## src/rtl/fpmul_issue_ctrl_pkg.sv

```systemverilog
// Shared constants and types for the FP multiplier issue controller.
package fpmul_issue_ctrl_pkg;

    // Index width for a requester count; a single requester still gets one bit.
    function automatic int idx_width(input int n);
        return (n > 1) ? $clog2(n) : 1;
    endfunction

    localparam int FPMUL_LATENCY = 2;
    localparam int FPMUL_NUM_REQ = 2;
    localparam int FPMUL_TAG_W   = 5;
    localparam int FPMUL_ID_W    = idx_width(FPMUL_NUM_REQ);

    // One multiplier pipeline stage as seen by the controller.
    typedef struct packed {
        logic                   v;
        logic [FPMUL_ID_W-1:0]  id;
        logic [FPMUL_TAG_W-1:0] tag;
    } fpmul_stage_t;

endpackage

```

## src/rtl/fpmul_issue_ctrl_rr_arbiter.sv

```systemverilog
// Round-robin arbiter: first requester at or after ptr (wrapping) wins.
module fpmul_issue_ctrl_rr_arbiter
    import fpmul_issue_ctrl_pkg::*;
#(
    parameter int NUM_REQ = FPMUL_NUM_REQ,
    parameter int ID_W    = idx_width(NUM_REQ)
) (
    input  logic [NUM_REQ-1:0] req,
    input  logic [ID_W-1:0]    ptr,
    output logic [NUM_REQ-1:0] gnt,
    output logic [ID_W-1:0]    gnt_idx,
    output logic               gnt_any
);

    int               idx;
    logic [ID_W-1:0]  sel;

    // Search ptr, ptr+1, ... with an explicit wrap so non-power-of-2 counts never index past the end.
    always_comb begin
        gnt     = '0;
        gnt_idx = '0;
        gnt_any = 1'b0;
        idx     = 0;
        sel     = '0;
        for (int off = 0; off < NUM_REQ; off++) begin
            idx = int'(ptr) + off;
            if (idx >= NUM_REQ) begin
                idx = idx - NUM_REQ;
            end
            sel = ID_W'(idx);
            if (!gnt_any && req[sel]) begin
                gnt[sel] = 1'b1;
                gnt_idx  = sel;
                gnt_any  = 1'b1;
            end
        end
    end

endmodule

```

## src/rtl/fpmul_issue_ctrl.sv

```systemverilog
// Issue controller for the shared pipelined FP multiplier: arbitration, stage tracking and output handshake.
module fpmul_issue_ctrl
    import fpmul_issue_ctrl_pkg::*;
#(
    parameter int NUM_REQ = FPMUL_NUM_REQ,
    parameter int LATENCY = FPMUL_LATENCY,
    parameter int TAG_W   = FPMUL_TAG_W,
    localparam int ID_W   = idx_width(NUM_REQ)
) (
    input  logic                          clk,
    input  logic                          rst_n,
    input  logic [NUM_REQ-1:0]            req_valid,
    input  logic [NUM_REQ-1:0][TAG_W-1:0] req_tag,
    output logic [NUM_REQ-1:0]            req_ready,
    input  logic                          flush,
    output logic                          mul_en,
    output logic [LATENCY-1:0]            mul_clear,
    output logic [ID_W-1:0]               mul_sel,
    output logic                          out_valid,
    input  logic                          out_ready,
    output logic [ID_W-1:0]               out_req_id,
    output logic [TAG_W-1:0]              out_tag,
    output logic                          busy
);

    logic [LATENCY-1:0]            v_q, v_d;
    logic [LATENCY-1:0][ID_W-1:0]  id_q, id_d;
    logic [LATENCY-1:0][TAG_W-1:0] tag_q, tag_d;
    logic [ID_W-1:0]               rr_ptr_q, rr_ptr_d;

    logic [NUM_REQ-1:0] arb_req;
    logic [NUM_REQ-1:0] arb_gnt;
    logic [ID_W-1:0]    arb_idx;
    logic               arb_any;

    // Pipeline advances unless flushing, in reset, or the final result is stuck waiting downstream.
    always_comb begin
        mul_en  = rst_n && !flush && (out_ready || !v_q[LATENCY-1]);
        arb_req = req_valid & {NUM_REQ{mul_en}};
    end

    fpmul_issue_ctrl_rr_arbiter #(
        .NUM_REQ (NUM_REQ),
        .ID_W    (ID_W)
    ) u_arb (
        .req     (arb_req),
        .ptr     (rr_ptr_q),
        .gnt     (arb_gnt),
        .gnt_idx (arb_idx),
        .gnt_any (arb_any)
    );

    // Datapath controls and output view of the final stage.
    always_comb begin
        req_ready  = arb_gnt;
        mul_sel    = arb_idx;
        mul_clear  = '0;
        if (!rst_n || flush) begin
            mul_clear = '1;
        end else if (mul_en && !arb_any) begin
            mul_clear[LATENCY-1] = 1'b1;
        end
        out_valid  = v_q[LATENCY-1];
        out_req_id = id_q[LATENCY-1];
        out_tag    = tag_q[LATENCY-1];
        busy       = |v_q;
    end

    // Next-state: flush empties every stage; an advance shifts and loads stage 0 with the grant or a bubble.
    always_comb begin
        v_d      = v_q;
        id_d     = id_q;
        tag_d    = tag_q;
        rr_ptr_d = rr_ptr_q;
        if (flush) begin
            v_d = '0;
        end else if (mul_en) begin
            for (int k = 1; k < LATENCY; k++) begin
                v_d[k]   = v_q[k-1];
                id_d[k]  = id_q[k-1];
                tag_d[k] = tag_q[k-1];
            end
            v_d[0] = arb_any;
            if (arb_any) begin
                id_d[0]  = arb_idx;
                tag_d[0] = req_tag[arb_idx];
                rr_ptr_d = (arb_idx == ID_W'(NUM_REQ - 1)) ? '0 : arb_idx + 1'b1;
            end
        end
    end

    // State registers with synchronous active-low reset.
    always_ff @(posedge clk) begin
        if (!rst_n) begin
            v_q      <= '0;
            id_q     <= '0;
            tag_q    <= '0;
            rr_ptr_q <= '0;
        end else begin
            v_q      <= v_d;
            id_q     <= id_d;
            tag_q    <= tag_d;
            rr_ptr_q <= rr_ptr_d;
        end
    end

endmodule
```

## config.mk

```make
export PLATFORM = sky130hd
export DESIGN_NAME = fpmul_issue_ctrl
export DESIGN_NICKNAME = d
export VERILOG_FILES = /design/src/rtl/fpmul_issue_ctrl_pkg.sv /design/src/rtl/fpmul_issue_ctrl_rr_arbiter.sv /design/src/rtl/fpmul_issue_ctrl.sv
export SDC_FILE = /design/constraint.sdc
export NUM_CORES = 1
export LEC_CHECK = 0
export ABC_AREA = 0
export CAP_MARGIN = 20
export CORE_MARGIN = 5
export CORE_UTILIZATION = 39
export CTS_BUF_LIST = sky130_fd_sc_hd__clkbuf_4 sky130_fd_sc_hd__clkbuf_8 sky130_fd_sc_hd__clkbuf_16
export CTS_CLUSTER_DIAMETER = 150
export CTS_CLUSTER_SIZE = 10
export DETAILED_ROUTE_END_ITERATION = 8
export PLACE_DENSITY = 0.74
export SLEW_MARGIN = 20
export SYNTH_ARGS = -nofsm -noshare
export SYNTH_HDL_FRONTEND = slang
export SYNTH_SLANG_ARGS = --single-unit
```

## constraint.sdc

```tcl
create_clock -name clk -period 2.47 [get_ports clk]
set_clock_uncertainty 0.15 [all_clocks]
set_input_delay 0.6175 -clock clk [delete_from_list [all_inputs] [get_ports clk]]
set_output_delay 0.6175 -clock clk [all_outputs]
set_load 0.02 [all_outputs]
```

==> results.json, run 1 <==
{
  "path_class": "in2out",
  "final_common_cell": "clkdlybuf4s50_1",
  "syn-instance-count": 79,
  "vias": 651,
  "clock_latency_ns": 0.29,
  "die_w_um": 51.35,
  "grt_pass1_vias": 605,
  "path_buf_inv": 2,
  "drcViolationCount": 0,
  "diodes": 0,
  "min_period_over_period_pct": 97.45,
  "drt-initial-drc-count": 4,
  "vdd_drop_max_mv": 0.3758,
  "worstPathCellList": "clkdlybuf4s50_1, nor2_1, nor3_2, o21ai_1, buf_4",
  "cts.sinks": 15,
  "dp_hpwl_um": 1273,
  "overflow": 0,
  "max-slew-margin-rel_pct": 85.74,
  "gp_congestion": 0.8180,
  "initial_core_util_pct": 39.93,
  "antenna_found_initial": 0,
  "holdBufCountCts": 0,
  "viasPerCell": 4.858,
  "critPathRequiredTime_ns": 1.70,
  "cts_tree": "yes",
  "grt_pass1_wl_um": 2642,
  "maxCapViolCount": 0,
  "period_needed_ns": 2.407,
  "ff_latch_area_sq_um": 300.3,
  "worstMarginPinSlew_ns": 0.2132,
  "power_density_nw_per_um2": 479.6,
  "synth_nets": 95,
  "slew_viol_final": 0,
  "wl_per_cell_um": 11.97,
  "ys_seq_area_share_pct": 45.03,
  "ant_nets": 0,
  "status": "completed",
  "grt_max_degree": 14,
  "ys.warnings.count": 0,
  "hold_path_class": "reg2reg",
  "finalPower_uw": 504.7,
  "p_leak_nw": 0.4609,
  "hp-start": "out_tag[2]",
  "ys_types": 22,
  "htree_levels": 1,
  "syn_area_per_cell_sq_um": 8.442,
  "layoutNonFillerInstCount": 134,
  "critPathSlowestCell": "clkdlybuf4s50_1",
  "synth-seq-cells": 15,
  "rsz0062_at_grt": "true",
  "max_stage_delay_ns": 0.46,
  "cp_top_family": "buffers and inverters",
  "io_pins": 30,
  "hold_violations": 0,
  "cts_made_buffers": 3,
  "drt-total-wl_um": 1604,
  "io_buffers": 29,
  "regToRegStartpoint": "v_q[1]",
  "die_y_um": 51.35,
  "dpl_cell_area_sq_um": 1003,
  "fmax_mhz": 415.5,
  "root_buffer": "clkbuf_4",
  "area_delta_synth_final_pct": 57.79,
  "multi_input_area_sq_um": 324.1,
  "fillers": 147,
  "final_cell_mix": "clkdlybuf4s50_1 (20), dfxtp_1 (15), buf_4 (15)",
  "critPathCaptureType": "output pin",
  "final.setup.tns_ns": 0,
  "clkTransAtPathRegs_ns": 0.09,
  "clk_path_buf_depth": 2,
  "track_usage_pct": 13.45,
  "drtPass1Iterations": 4,
  "setup_violations": 0,
  "dieArea_sq_um": 2637,
  "nets": 134,
  "design_area_sq_um": 1052,
  "startpoint": "req_valid[0]",
  "start_kind": "input pin",
  "netlist_area_sq_um": 666.9,
  "rows": 15,
  "design.core.area_sq_um": 1670,
  "arrival_ns": 1.64,
  "placed_cells": 127,
  "drive_above_1_share_pct": 27.35,
  "crit_fanout": 3
}
==> area by class of cell <==
cell class              count  area share (%)
inverters                   3           1.070
well taps                  17           2.021
clock buffers               3           2.140
repair buffers             42           34.96
multi-input cells          53           30.80
clock inverters             1          0.4756
flip-flops and latches     15           28.54
==> cells in the mapped netlist (all sizes together) <==
master | count | area (sq um)
a21o | 3 | 22.52
and4 | 2 | 17.52
nor2 | 4 | 15.01
clkbuf | 2 | 7.510
a32o | 3 | 30.03
or3 | 1 | 11.26
a21oi | 6 | 30.03
o21ai | 10 | 50.05
mux2i | 2 | 20.02
or2 | 1 | 6.260
nor3 | 1 | 10.01
nand2 | 14 | 52.55
nand2b | 2 | 12.51
nor2b | 2 | 12.51
inv | 3 | 11.26
dfxtp | 15 | 300.3
nand3 | 1 | 5.000
buf | 6 | 42.54
and2b | 1 | 10.01
==> state kept, by name, summed over array words and instances, names as in the netlist <==
register    cells
id_q            1
rr_ptr_q        1
tag_q           5
v_q             2
out_tag         5
out_req_id      1
==> routing by layer <==
metal  GRT usage [%]  vias to the layer above  wire, um
met5               0                        -         0
met4           3.930                        0        19
met3           5.539                        4       100
met2           24.25                       16       824
met1           14.21                      287       659
li1                -                      344         -
==> tightest hold or removal path, delay by kind of cell, from the launching register on <==
kind               cells  cell delay [ns]
AOI/OAI and AO/OA      1             0.05
DFF                    1             0.32
and+or+nand+nor        1             0.05
==> worst paths after layout <==
| kind | end | depth (start not counted) | slack [ns] |
|---|---|---|---|
| worst min-delay path | out_tag[2] | 2 | 0.30 |
| worst max register to register | tag_q[0] | 5 | 0.76 |
| worst min register to register | out_tag[2] | 2 | 0.30 |
| worst max-delay path | mul_clear[1] | 5 | 0.06 |
==> repair_timing <==
action | CTS | global route
setup endpoints to repair | 6 | 4
hold endpoints to repair | 0 | 0
gates resized for setup | 25 | 6
buffers inserted | 3 | 0
pin swaps | 2 | 1
==> kinds of logic (layout without fill, tap and decap cells) <==
logic type,count (synthesis),after routing,synth area share (%)
multiplexers,2,2,3.002
flip-flops,15,15,45.03
AND/OR/NAND/NOR,29,29,22.89
buffers and inverters,11,49,9.193
AO/OA/AOI/OAI,22,22,19.89
==> per-stage QoR <==
stage / setup WS (ns) / util (%) / hold slack (ns)
final: 0.06299 / 63.00 / 0.2996
after global routing: -0.005731 / 63.00 / 0.3193
after CTS: -0.007837 / 62.10 / 0.3012
after detailed placement: -0.4915 / 60.07 / 0.2865
after global placement: -0.4657 / 60.07 / 0.2854
after floorplan: 0.2554 / - / 0.2720
==> where the power goes <==
group	leakage [nW]	internal, mW	switching [mW]	total [mW]
logic	0.321	0.0582	0.0439	0.102
registers	0.122	0.254	0.00659	0.261
clock network	0.0177	0.0603	0.0817	0.142
No activity file was read; power rests on OpenSTA's default activity.
==> run 2, diff against run 1 <==
--- a/config.mk
+++ b/config.mk
@@ -7,7 +7,7 @@
 export LEC_CHECK = 0
 export ABC_AREA = 0
 export CAP_MARGIN = 20
-export CORE_MARGIN = 5
+export CORE_MARGIN = 4
 export CORE_UTILIZATION = 39
 export CTS_BUF_LIST = sky130_fd_sc_hd__clkbuf_4 sky130_fd_sc_hd__clkbuf_8 sky130_fd_sc_hd__clkbuf_16
 export CTS_CLUSTER_DIAMETER = 150
==> run 2 against run 1 <==
  * Clock-buffer cell count rose by 1
  * Via count is 2.3% higher
  * Non-clock buffer count shrank 1
  * Maximum frequency decreased by 1.6%
  * Critical path type unchanged
  * Critical endpoint is now mul_sel
  * Largest cell class unchanged
  * Largest power group unchanged
  * Highest routed layer unchanged
==> results.json, run 2 (synthesized netlist as in run 1, its figures left out) <==
{
  "design.core.area_sq_um": 1559,
  "min_period_over_period_pct": 99.08,
  "critPathCaptureType": "output pin",
  "cts_tree": "yes",
  "dp_hpwl_um": 1294,
  "ant_nets": 0,
  "ff2ff_path_depth": 5,
  "grt_max_degree": 14,
  "drt-total-wl_um": 1686,
  "diodes": 0,
  "worstMarginPinSlew_ns": 0.2278,
  "slew_viol_final": 0,
  "ff_latch_area_sq_um": 300.3,
  "drive_above_1_share_pct": 28.45,
  "vdd_drop_max_mv": 0.2750,
  "p_leak_nw": 0.4727,
  "drtPass1Iterations": 2,
  "io_buffers": 29,
  "root_buffer": "clkbuf_4",
  "cts_made_buffers": 3,
  "min_delay_path_depth": 2,
  "viasPerCell": 5.045,
  "clkTransAtPathRegs_ns": 0.09,
  "cts.sinks": 15,
  "power_density_nw_per_um2": 485.7,
  "setup_slack_ns": 0.02273,
  "dpl_cell_area_sq_um": 1010,
  "wl_per_cell_um": 12.77,
  "start_kind": "input pin",
  "hold_violations": 0,
  "grt_pass1_vias": 672,
  "drt-initial-drc-count": 13,
  "final_common_cell": "clkdlybuf4s50_1",
  "fmax_mhz": 408.6,
  "vias": 666,
  "initial_core_util_pct": 42.78,
  "grt.busiest_layer": "met2",
  "gr-usage-met3_pct": 4.587,
  "pre_cts_ws_ns": -0.4950,
  "clock_latency_ns": 0.29,
  "area_delta_synth_final_pct": 60.41,
  "use_met2_pct": 24.33,
  "crit_fanout": 3,
  "arrival_ns": 1.68,
  "finalPower_uw": 519.6,
  "clk_path_buf_depth": 2,
  "holdBufCountCts": 0,
  "grt_pass1_wl_um": 2808,
  "track_usage_pct": 15.06,
  "status": "completed",
  "hold_path_class": "reg2reg",
  "die_y_um": 49.35,
  "multi_input_area_sq_um": 337.8,
  "io_pins": 30,
  "design_area_sq_um": 1070,
  "overflow": 0,
  "gp_congestion": 0.7621,
  "grt.met1_usage_pct": 17.25,
  "drcViolationCount": 0,
  "nets": 133,
  "path_class": "in2out",
  "die_w_um": 49.35,
  "htree_levels": 1,
  "fillers": 149,
  "period_needed_ns": 2.447,
  "setup_violations": 0,
  "rows": 14,
  "final_cell_mix": "clkdlybuf4s50_1 (19), dfxtp_1 (15), nand2_1 (14), buf_4 (14), o21ai_1 (8)",
  "max-slew-margin-rel_pct": 84.76,
  "antenna_found_initial": 0,
  "critPathRequiredTime_ns": 1.70,
  "maxCapViolCount": 0,
  "dieArea_sq_um": 2435
}
[run 2: area by class of cell]
type | instances | area share [%]
Sequential cell | 15 | 28.07
Tap cell | 16 | 1.871
Clock buffer | 4 | 2.807
Multi-Input combinational cell | 53 | 31.58
Inverter | 3 | 1.287
Timing Repair Buffer | 41 | 34.39
[run 2: worst max-delay path, stage by stage]
cell and delay (ns):
clkdlybuf4s50_1 0.57, nand2b_1 0.10, and4_1 0.23, buf_2 0.16
[run 2: path summary, 6_finish.rpt]
check	end	startpoint	slack (ns)
hold / removal	out_tag[2]	out_tag[2]	0.30
setup / recovery	mul_sel	req_valid[0]	0.02
hold reg to reg	out_tag[2]	out_tag[2]	0.30
setup reg to reg	tag_q[0]	v_q[1]	0.73
[run 2: through the flow]
stage                     util [%]  instances   TNS, ns  hold WS [ns]
after CTS                    66.69        132         0        0.3026
after global placement       64.77        127    -2.560        0.2854
after global routing         68.62        132  -0.02669        0.3299
final                        68.62        132         0        0.2977
after floorplan                  -         79         0        0.2720
after detailed placement     64.77        127    -2.712        0.2892
[run 2: where the power goes]
part / leakage [nW] / switching (mW) / internal, mW / total, mW
Combinational: 0.332 / 0.0455 / 0.0585 / 0.104
Clock: 0.0184 / 0.0805 / 0.0738 / 0.154
Sequential: 0.122 / 0.00718 / 0.254 / 0.261
[run 2: per-layer routing]
| metal | share of wire (%) | routed length (um) |
|---|---|---|
| met1 | 41 | 688 |
| met2 | 52 | 872 |
| met3 | 5.5 | 93 |
| met4 | 1.8 | 31 |
| met5 | 0 | 0 |
[run 2: timing repair]
action                     in CTS  in global routing
resized for setup              29                  8
buffers inserted                1                  0
pin swaps                       1                  2
setup endpoints to repair       6                  4
